--- src/rtl/neo_sample_reader_pkg.sv ---
// Shared types and width helpers for the NEO sample reader.
package neo_sample_reader_pkg;

  localparam int unsigned N_DEFAULT = 16;
  localparam int unsigned M_DEFAULT = 16;

  typedef enum logic [1:0] {
    ST_IDLE  = 2'd0,
    ST_ADDR  = 2'd1,
    ST_LATCH = 2'd2,
    ST_EMIT  = 2'd3
  } state_t;

  // Width of an exact x^2 - a*c result for N-bit signed samples.
  function automatic int unsigned psi_width(input int unsigned n);
    return 2 * n + 1;
  endfunction

  // Address/index width; one spare bit so M itself is representable.
  function automatic int unsigned addr_width(input int unsigned m);
    return $clog2(m) + 1;
  endfunction

endpackage

--- src/rtl/neo_sample_reader_if.sv ---
// Memory read port plus result stream between the reader and its neighbours.
interface neo_sample_reader_if
  import neo_sample_reader_pkg::*;
#(
  parameter int unsigned N = N_DEFAULT,
  parameter int unsigned M = M_DEFAULT
);

  localparam int unsigned AW = addr_width(M);
  localparam int unsigned PW = psi_width(N);

  logic [AW-1:0]        raddr;
  logic signed [N-1:0]  rdata;
  logic                 out_valid;
  logic                 out_ready;
  logic signed [PW-1:0] out_psi;
  logic [AW-1:0]        out_index;

  modport master (
    output raddr, out_valid, out_psi, out_index,
    input  rdata, out_ready
  );

  modport slave (
    input  raddr, out_valid, out_psi, out_index,
    output rdata, out_ready
  );

endinterface

--- src/rtl/neo_sample_reader_core.sv ---
// Combinational NEO kernel: psi = b*b - a*c, exact at 2N+1 bits.
module neo_sample_reader_core
  import neo_sample_reader_pkg::*;
#(
  parameter int unsigned N = N_DEFAULT,
  localparam int unsigned PW = psi_width(N)
) (
  input  logic signed [N-1:0]  i_a,
  input  logic signed [N-1:0]  i_b,
  input  logic signed [N-1:0]  i_c,
  output logic signed [PW-1:0] o_psi_c
);

  logic signed [PW-1:0] w_a;
  logic signed [PW-1:0] w_b;
  logic signed [PW-1:0] w_c;

  // Sign-extend operands first so neither product nor difference can wrap.
  always_comb begin
    w_a     = PW'(i_a);
    w_b     = PW'(i_b);
    w_c     = PW'(i_c);
    o_psi_c = (w_b * w_b) - (w_a * w_c);
  end

endmodule

--- src/rtl/neo_sample_reader.sv ---
// Read-side sequencer: walks the sample memory, keeps a 3-sample window
// and streams one NEO result per interior sample.
module neo_sample_reader
  import neo_sample_reader_pkg::*;
#(
  parameter int unsigned N = N_DEFAULT,
  parameter int unsigned M = M_DEFAULT
) (
  input  logic                i_clk,
  input  logic                i_reset,
  input  logic                i_start,
  neo_sample_reader_if.master io_bus,
  output logic                o_busy,
  output logic                o_done
);

  localparam int unsigned AW = addr_width(M);
  localparam int unsigned PW = psi_width(N);

  localparam logic [AW-1:0] K_ONE   = AW'(1);
  localparam logic [AW-1:0] K_FIRST = AW'(2);
  localparam logic [AW-1:0] K_LAST  = AW'(M - 1);

  state_t               r_state, w_state_nx;
  logic [AW-1:0]        r_k, w_k_nx;
  logic [AW-1:0]        r_raddr, w_raddr_nx;
  logic [AW-1:0]        r_index, w_index_nx;
  logic signed [N-1:0]  r_x0, w_x0_nx;
  logic signed [N-1:0]  r_x1, w_x1_nx;
  logic signed [N-1:0]  r_x2, w_x2_nx;
  logic signed [PW-1:0] r_psi, w_psi_nx;
  logic signed [PW-1:0] w_psi_core;
  logic                 r_valid, w_valid_nx;
  logic                 r_busy, w_busy_nx;
  logic                 r_done, w_done_nx;

  // Kernel sees the window as it will be after this cycle's shift.
  neo_sample_reader_core #(.N(N)) u_core (
    .i_a    (r_x1),
    .i_b    (r_x0),
    .i_c    (io_bus.rdata),
    .o_psi_c(w_psi_core)
  );

  // State and datapath registers with synchronous reset.
  always_ff @(posedge i_clk) begin
    if (i_reset) begin
      r_state <= ST_IDLE;
      r_k     <= '0;
      r_raddr <= '0;
      r_index <= '0;
      r_x0    <= '0;
      r_x1    <= '0;
      r_x2    <= '0;
      r_psi   <= '0;
      r_valid <= 1'b0;
      r_busy  <= 1'b0;
      r_done  <= 1'b0;
    end else begin
      r_state <= w_state_nx;
      r_k     <= w_k_nx;
      r_raddr <= w_raddr_nx;
      r_index <= w_index_nx;
      r_x0    <= w_x0_nx;
      r_x1    <= w_x1_nx;
      r_x2    <= w_x2_nx;
      r_psi   <= w_psi_nx;
      r_valid <= w_valid_nx;
      r_busy  <= w_busy_nx;
      r_done  <= w_done_nx;
    end
  end

  // Next-state and next-output logic for the read/latch/emit walk.
  always_comb begin
    w_state_nx = r_state;
    w_k_nx     = r_k;
    w_raddr_nx = r_raddr;
    w_index_nx = r_index;
    w_x0_nx    = r_x0;
    w_x1_nx    = r_x1;
    w_x2_nx    = r_x2;
    w_psi_nx   = r_psi;
    w_valid_nx = r_valid;
    w_busy_nx  = r_busy;
    w_done_nx  = 1'b0;

    unique case (r_state)
      ST_IDLE: begin
        if (i_start) begin
          w_k_nx     = '0;
          w_raddr_nx = '0;
          w_busy_nx  = 1'b1;
          w_state_nx = ST_ADDR;
        end
      end
      ST_ADDR: begin
        w_state_nx = ST_LATCH;
      end
      ST_LATCH: begin
        w_x2_nx = r_x1;
        w_x1_nx = r_x0;
        w_x0_nx = io_bus.rdata;
        if (r_k < K_FIRST) begin
          w_k_nx     = r_k + K_ONE;
          w_raddr_nx = r_k + K_ONE;
          w_state_nx = ST_ADDR;
        end else begin
          w_psi_nx   = w_psi_core;
          w_index_nx = r_k - K_ONE;
          w_valid_nx = 1'b1;
          w_state_nx = ST_EMIT;
        end
      end
      ST_EMIT: begin
        if (io_bus.out_ready) begin
          w_valid_nx = 1'b0;
          if (r_k == K_LAST) begin
            w_done_nx  = 1'b1;
            w_busy_nx  = 1'b0;
            w_state_nx = ST_IDLE;
          end else begin
            w_k_nx     = r_k + K_ONE;
            w_raddr_nx = r_k + K_ONE;
            w_state_nx = ST_ADDR;
          end
        end
      end
      default: begin
        w_state_nx = ST_IDLE;
      end
    endcase
  end

  assign io_bus.raddr     = r_raddr;
  assign io_bus.out_valid = r_valid;
  assign io_bus.out_psi   = r_psi;
  assign io_bus.out_index = r_index;
  assign o_busy           = r_busy;
  assign o_done           = r_done;

endmodule
--- src/flat_wrapper.sv ---
// flat-port wrapper written by rule: the top's interface ports become plain ports
module neo_sample_reader_flat import neo_sample_reader_pkg::*;
#(
  parameter int unsigned N = N_DEFAULT,
  parameter int unsigned M = M_DEFAULT
)
  (i_clk, i_reset, i_start, o_busy, o_done, io_bus_raddr, io_bus_out_valid, io_bus_out_psi, io_bus_out_index, io_bus_rdata, io_bus_out_ready);
  neo_sample_reader_if #(.N(N), .M(M)) io_bus_i ();
  input  logic i_clk;
  input  logic i_reset;
  input  logic i_start;
  output logic o_busy;
  output logic o_done;
  output wire logic [$bits(io_bus_i.raddr)-1:0] io_bus_raddr;
  output wire logic [$bits(io_bus_i.out_valid)-1:0] io_bus_out_valid;
  output wire logic [$bits(io_bus_i.out_psi)-1:0] io_bus_out_psi;
  output wire logic [$bits(io_bus_i.out_index)-1:0] io_bus_out_index;
  input wire logic [$bits(io_bus_i.rdata)-1:0] io_bus_rdata;
  input wire logic [$bits(io_bus_i.out_ready)-1:0] io_bus_out_ready;
  assign io_bus_raddr = io_bus_i.raddr;
  assign io_bus_out_valid = io_bus_i.out_valid;
  assign io_bus_out_psi = io_bus_i.out_psi;
  assign io_bus_out_index = io_bus_i.out_index;
  assign io_bus_i.rdata = io_bus_rdata;
  assign io_bus_i.out_ready = io_bus_out_ready;
  neo_sample_reader #(.N(N), .M(M)) u_core (.i_clk(i_clk), .i_reset(i_reset), .i_start(i_start), .io_bus(io_bus_i), .o_busy(o_busy), .o_done(o_done));
endmodule
--- config.mk ---
export PLATFORM = sky130hd
export DESIGN_NAME = neo_sample_reader_flat
export DESIGN_NICKNAME = d
export VERILOG_FILES = /design/src/rtl/neo_sample_reader_pkg.sv /design/src/rtl/neo_sample_reader_if.sv /design/src/rtl/neo_sample_reader_core.sv /design/src/rtl/neo_sample_reader.sv /design/src/flat_wrapper.sv
export SDC_FILE = /design/constraint.sdc
export NUM_CORES = 2
export LEC_CHECK = 0
export CORE_MARGIN = 3
export CORE_UTILIZATION = 53
export CTS_BUF_LIST = sky130_fd_sc_hd__clkbuf_2
export DETAILED_ROUTE_END_ITERATION = 8
export GPL_TIMING_DRIVEN = 0
export PLACE_DENSITY = 0.69
export SLEW_MARGIN = 10
export SYNTH_ARGS = -nofsm -noshare
export SYNTH_HDL_FRONTEND = slang
export SYNTH_HIERARCHICAL = 1
export SYNTH_SLANG_ARGS = --single-unit
--- constraint.sdc ---
create_clock -name i_clk -period 8.8 [get_ports i_clk]
set_input_delay 0.88 -clock i_clk [delete_from_list [all_inputs] [get_ports i_clk]]
set_output_delay 0.88 -clock i_clk [all_outputs]
set_load 0.005 [all_outputs]
Word level (Yosys, flattened, before mapping) --
Cells that the tools add are included. Widths: inputs -> output; s select.
Cells by class: $lt $le $gt $ge 1, mux-type cells 18, bitwise logic cells 3, reduce and logical (&&, ||, !) cells 10, multiply operators 2, equality and inequality tests 10, add/subtract/negate cells 3
Operators by type and width (count):
- $mul 16x16->32 | 2
- $sub 32x32->33 | 1
- $mux 5 | 4
- $pmux 5 s3 | 1
- $ne 2x2->1 const B | 4
- $pmux 2 s4 | 1
- $mux 1 | 7
- $mux 2 | 3
- $add 5x1->5 const B | 1
- $eq 5x4->1 const B | 1
- $lt 5x2->1 const B | 1
- $reduce_and 5->1 | 1
- $sub 5x1->5 const B | 1
- $eq 2x2->1 const B | 2
- $ne 2x1->1 const B | 2
- $pmux 1 s2 | 2
- $reduce_and 2->1 | 2
- $reduce_and 4->1 | 1
- $reduce_bool 2->1 | 2
- $not 1->1 | 3
- $reduce_and 3->1 | 1
- $reduce_bool 3->1 | 1
- $reduce_or 3->1 | 1
- $eq 2x1->1 const B | 1
- $logic_not 2->1 | 1
Word-level totals: bits of input ports 20, output and inout bits 46, word-level logic and storage cells 56, bits in registers 80

Logic depth before layout (Yosys ltp) --
depth in word-level cells 4, gate-level depth with buffers 30, gate-level depth less buffers 28

Modules after synthesis --
Netlist, hierarchy kept.
By module, submodules not included:
- neo_sample_reader_core | area an instance 19545.0 µm², sequential area each 0.0 µm², times used 1, cells an instance 2088
- neo_sample_reader | area an instance 2961.6 µm², sequential area each 1601.5 µm², times used 1, cells an instance 369

Worst setup path before layout --
OpenSTA, ideal clock, no wires.
path type in2reg, start input io_bus_rdata[0], end register u_core.r_psi[30] (netlist: u_core/io_bus.out_psi[30]), buffers on the path 1, stages on the path 24, setup slack 1.017 ns, required time 8.730 ns, arrival time 7.713 ns, library setup time 0.070 ns, cell sequence clkbuf_1 -> nand2_1 -> inv_1 -> fa_1 -> fa_1 -> fa_1 -> fa_1 -> inv_1 -> fa_1 -> fa_1 -> fa_1 -> inv_1 -> fa_1 -> inv_1 -> ha_1 -> a21o_1 -> a31o_2 -> o41ai_1 -> a311oi_1 -> a31oi_1 -> nor2_1 -> o311ai_1 -> nand2_1 -> a21oi_1
Between the ends: longest elaborated chain between the ends 2
RTL lines:
- from (decl) | line flat_wrapper.sv:18 | input wire logic [$bits(io_bus_i.rdata)-1:0] io_bus_rdata;
- $mul 16x16->32 | line neo_sample_reader_core.sv:23 | o_psi_c = (w_b * w_b) - (w_a * w_c);
- $sub 32x32->33 | line neo_sample_reader_core.sv:23
- via u_core.w_psi_core[30] | line neo_sample_reader.sv:32 | logic signed [PW-1:0] w_psi_core;
- to (signal assigned) | line neo_sample_reader.sv:67 | r_psi <= w_psi_nx;
- to (decl) | line neo_sample_reader.sv:31 | logic signed [PW-1:0] r_psi, w_psi_nx;
The timed path passes the listed nets, and every way through them passes these cells. A chain may end at the register's enable or synchronous reset.

Worst setup path in the final report --
start input io_bus_rdata[3], end register u_core.r_psi[30] (netlist: u_core/io_bus.out_psi[30])
The elaborated chain is that of the path after synthesis.

==> flow_results.xml <==
<?xml version="1.0" encoding="UTF-8"?>
<metrics>
  <group name="finish">
    <metric name="fin_nets" unit="">3289</metric>
    <metric name="final_cell_mix" unit="">sky130_fd_sc_hd__inv_1, sky130_fd_sc_hd__fa_1, sky130_fd_sc_hd__nand2_1</metric>
    <metric name="layout-area-overhead-vs-synth" unit="%">6.84</metric>
    <metric name="mostFrequentLayoutCell" unit="">sky130_fd_sc_hd__inv_1</metric>
    <metric name="ratio_of_cells_with_drive_above_1_in_the_final_layout" unit="%">2.60</metric>
    <metric name="stdcell_count" unit="">3077</metric>
    <metric name="postLayoutCoreUtil" unit="%">58.1</metric>
    <metric name="layout.filler_cells" unit="">3681</metric>
  </group>
  <group name="drt">
    <metric name="met3_wirelength" unit="microns">3120</metric>
    <metric name="num_vias" unit="">16215</metric>
    <metric name="drtIter0Drc" unit="">1051</metric>
    <metric name="met2_wirelength" unit="microns">28500</metric>
    <metric name="drc" unit="">0</metric>
    <metric name="highest_layer" unit="">met4</metric>
    <metric name="drt-vias-per-instance" unit="">5.27</metric>
    <metric name="post_drt_wl_per_cell" unit="microns">18.6</metric>
    <metric name="wl_met1" unit="microns">22200</metric>
    <metric name="detail_route.first_pass.iterations" unit="">7</metric>
    <metric name="drt_wl_total" unit="microns">57100</metric>
    <metric name="antenna_left" unit="">0</metric>
  </group>
  <group name="yosys">
    <metric name="syn_area_per_cell" unit="sq um">9.16</metric>
    <metric name="mappedNetlistArea" unit="sq um">22500</metric>
    <metric name="synth_cell_types" unit="">64</metric>
    <metric name="synthesis.yosys.warnings" unit="">6</metric>
    <metric name="async_flop_share" unit="%">0</metric>
    <metric name="synth_ff_type" unit="">sky130_fd_sc_hd__dfxtp_1</metric>
    <metric name="synth_enable_flop_cells" unit="">0</metric>
    <metric name="synth.yosys.seq_area_share" unit="%">7.12</metric>
    <metric name="post_synthesis_instance_total" unit="">2457</metric>
    <metric name="syn_nets" unit="">3208</metric>
    <metric name="number_of_register_bits_inferred_by_synthesis" unit="">80</metric>
  </group>
  <group name="timing">
    <metric name="final.setup.tns" unit="ps">0</metric>
    <metric name="maxClockFrequency" unit="GHz">0.117</metric>
    <metric name="min_period_over_period" unit="%">97.3</metric>
    <metric name="tightest_slew" unit="ps">720</metric>
    <metric name="skew" unit="ps">74.0</metric>
    <metric name="max_slew_margin" unit="%">52.0</metric>
    <metric name="report.final.setup_viol" unit="">0</metric>
    <metric name="rsz0062_at_grt" unit="">no</metric>
    <metric name="report.final.slew_viol_count" unit="">0</metric>
    <metric name="hold_viol_final" unit="">0</metric>
    <metric name="period_minus_slack" unit="ps">8560</metric>
    <metric name="worst_slack" unit="ps">237</metric>
  </group>
  <group name="grt">
    <metric name="grt.total_usage" unit="%">27.6</metric>
    <metric name="grt_start_max_net_pins" unit="">16</metric>
    <metric name="overflow" unit="">0</metric>
    <metric name="number_of_global_route_vias_before_repair" unit="">18183</metric>
    <metric name="grt_antenna_before_repair" unit="">3</metric>
    <metric name="grt_pass1_wl" unit="microns">95100</metric>
  </group>
  <group name="floorplanning">
    <metric name="height_of_the_die" unit="microns">212</metric>
    <metric name="core.rowCount" unit="">74</metric>
    <metric name="initial_core_util" unit="%">54.4</metric>
    <metric name="fp.dieArea" unit="sq um">45000</metric>
    <metric name="coreArea" unit="sq um">41400</metric>
    <metric name="num_io_pins" unit="">66</metric>
    <metric name="die_width" unit="microns">212</metric>
  </group>
  <group name="outcome">
    <metric name="status" unit="">finished, final reports clean</metric>
  </group>
  <group name="pwr">
    <metric name="internal-power" unit="mW">1.32</metric>
    <metric name="static-leakage-power" unit="nW">11.7</metric>
    <metric name="p_seq_share" unit="%">13.8</metric>
    <metric name="powerDensity" unit="nW/um^2">114</metric>
    <metric name="max-vdd-ir-drop" unit="V">0.000244</metric>
    <metric name="switching_power" unit="mW">1.42</metric>
    <metric name="share_comb_of_total_power" unit="%">77.8</metric>
    <metric name="clock_power_share" unit="%">8.4</metric>
    <metric name="switching_share" unit="%">51.9</metric>
  </group>
  <group name="cts">
    <metric name="worst_setup_hold_path_clk_slew" unit="ps">290</metric>
    <metric name="max-clock-path-buffers" unit="">2</metric>
    <metric name="clock-sinks" unit="">80</metric>
    <metric name="clk_root_buffer_cell" unit="">sky130_fd_sc_hd__clkbuf_2</metric>
    <metric name="cts_made_buffers" unit="">9</metric>
    <metric name="worst_skew_pair.late_latency" unit="ps">630</metric>
    <metric name="cts-hold-fix-buffers" unit="">0</metric>
    <metric name="htreeDepth" unit="">3</metric>
    <metric name="tritoncts" unit="">yes</metric>
  </group>
  <group name="setup_path">
    <metric name="required" unit="ps">9370</metric>
    <metric name="critical_path.max_fanout" unit="">10</metric>
    <metric name="critical_path.startpoint_type" unit="">input port</metric>
    <metric name="arrival" unit="ps">9130</metric>
    <metric name="endpoint_kind" unit="">flop</metric>
    <metric name="crit_type" unit="">in -&gt; reg</metric>
  </group>
  <group name="place">
    <metric name="hpwl" unit="microns">49600</metric>
    <metric name="placed_cells_incl_taps" unit="">3053</metric>
    <metric name="worst_setup_slack_post_dpl" unit="ps">-1080</metric>
    <metric name="numPortBuffers" unit="">64</metric>
    <metric name="final_gp_congestion" unit="">0.982</metric>
  </group>
  <group name="run">
    <metric name="timing.max_cap.violations" unit="">0</metric>
  </group>
  <group name="hold_path">
    <metric name="min_path_type" unit="">reg -&gt; reg</metric>
  </group>
</metrics>
[layout make-up]
class	instances	area, sq um	share of cell area, %
Clock inverter	7	80.1	0.333
Tap cell	532	666	2.77
Antenna cell	2	5.00	0.0208
Timing Repair Buffer	70	703	2.92
Buffer	85	352	1.46
Inverter	708	2670	11.1
Clock buffer	9	45.0	0.187
Multi-Input combinational cell	1584	17900	74.5
Sequential cell	80	1600	6.67
[flip-flops by register name (all words and copies together), names as in the netlist]
| register | count |
|---|---|
| u_core/r_x1 | 16 |
| u_core/io_bus.raddr | 5 |
| u_core/io_bus.out_index | 5 |
| u_core/io_bus.out_valid | 1 |
| u_core/r_x0 | 16 |
| u_core/io_bus.out_psi | 33 |
| u_core/o_done | 1 |
| u_core/o_busy | 1 |
| u_core/r_state | 2 |
[power groups by stage]
stage / clock (mW) / combinational (mW) / sequential [mW]
after floorplan: 0 / 1.60 / 0.379
after global placement: 0 / 2.07 / 0.385
after detailed placement: 0 / 2.10 / 0.385
after CTS: 0.239 / 2.11 / 0.379
after global routing: 0.250 / 2.41 / 0.380
final: 0.230 / 2.14 / 0.379
[path summary, 6_finish.rpt]
| kind | from | to | slack, ps | cells after the start |
|---|---|---|---|---|
| max | io_bus_rdata[3] | u_core/io_bus.out_psi[30] | 240 | 25 |
| min | u_core/io_bus.out_psi[17] | u_core/io_bus.out_psi[17] | 470 | 2 |
| max reg2reg | u_core/r_x1[15] | u_core/io_bus.out_psi[30] | 370 | 25 |
| min reg2reg | u_core/io_bus.out_psi[17] | u_core/io_bus.out_psi[17] | 470 | 2 |
[worst max-delay path, stage by stage]
cell	delay (ps)
sky130_fd_sc_hd__clkdlybuf4s50_1	730
sky130_fd_sc_hd__buf_2	370
sky130_fd_sc_hd__nand2_1	150
sky130_fd_sc_hd__fa_1	580
sky130_fd_sc_hd__clkinvlp_4	290
sky130_fd_sc_hd__fa_1	470
sky130_fd_sc_hd__fa_1	460
sky130_fd_sc_hd__fa_1	510
sky130_fd_sc_hd__inv_1	50
sky130_fd_sc_hd__fa_1	620
sky130_fd_sc_hd__fa_1	450
sky130_fd_sc_hd__fa_1	490
sky130_fd_sc_hd__inv_1	50
sky130_fd_sc_hd__fa_1	470
sky130_fd_sc_hd__inv_1	40
sky130_fd_sc_hd__ha_1	340
sky130_fd_sc_hd__a21o_1	180
sky130_fd_sc_hd__a31o_2	240
sky130_fd_sc_hd__o41ai_1	430
sky130_fd_sc_hd__a311oi_2	140
sky130_fd_sc_hd__a31oi_1	380
sky130_fd_sc_hd__nor2_1	170
sky130_fd_sc_hd__o311ai_2	400
sky130_fd_sc_hd__nand2_1	90
sky130_fd_sc_hd__a21oi_1	140
[through the flow]
stage	cell area [sq um]	hold slack, ps	total power [mW]
global route	24000	495	3.04
CTS	24000	473	2.73
global placement	23800	444	2.45
finish	24000	470	2.75
floorplan	22500	449	1.98
detailed placement	23800	447	2.48
[synth_stat cells (8+ instances only)]
master | count | area, sq um
sky130_fd_sc_hd__inv_1 | 707 | 2650
sky130_fd_sc_hd__fa_1 | 558 | 11200
sky130_fd_sc_hd__nand2_1 | 340 | 1280
sky130_fd_sc_hd__ha_1 | 173 | 2160
sky130_fd_sc_hd__and2_1 | 163 | 1020
sky130_fd_sc_hd__a21oi_1 | 92 | 460
sky130_fd_sc_hd__dfxtp_1 | 80 | 1600
sky130_fd_sc_hd__clkbuf_1 | 72 | 270
sky130_fd_sc_hd__nor2_1 | 43 | 161
sky130_fd_sc_hd__xnor2_1 | 36 | 315
sky130_fd_sc_hd__nor2b_1 | 20 | 125
sky130_fd_sc_hd__nand2b_1 | 16 | 100
sky130_fd_sc_hd__buf_2 | 12 | 60.1
sky130_fd_sc_hd__xor2_1 | 12 | 105
sky130_fd_sc_hd__nand3_1 | 11 | 55.1
sky130_fd_sc_hd__nor3_1 | 11 | 55.1
sky130_fd_sc_hd__and3_1 | 8 | 50.1
[routing by layer]
layer  GRT usage, %  vias to the layer above
met2           48.2                      498
met1           35.2                     8335
met3           2.83                      132
met5              0                        -
li1               -                     7250
met4           12.1                        0
[kinds of logic after synthesis]
kind of cell | Yosys count | synth area share [%]
compound gates | 160 | 4.44
xor+xnor | 51 | 2.14
fa+ha+maj | 731 | 59.3
buf+inv | 793 | 13.3
flops | 80 | 7.12
mux | 2 | 0.0890
simple gates | 640 | 13.6
[what timing repair did]
action | 4_1_cts | 5_1_grt
buffers inserted | 1 | 5
setup endpoints to repair | 6 | 6
resized for setup | 4 | 21
Power figures use the tool's default switching activity.
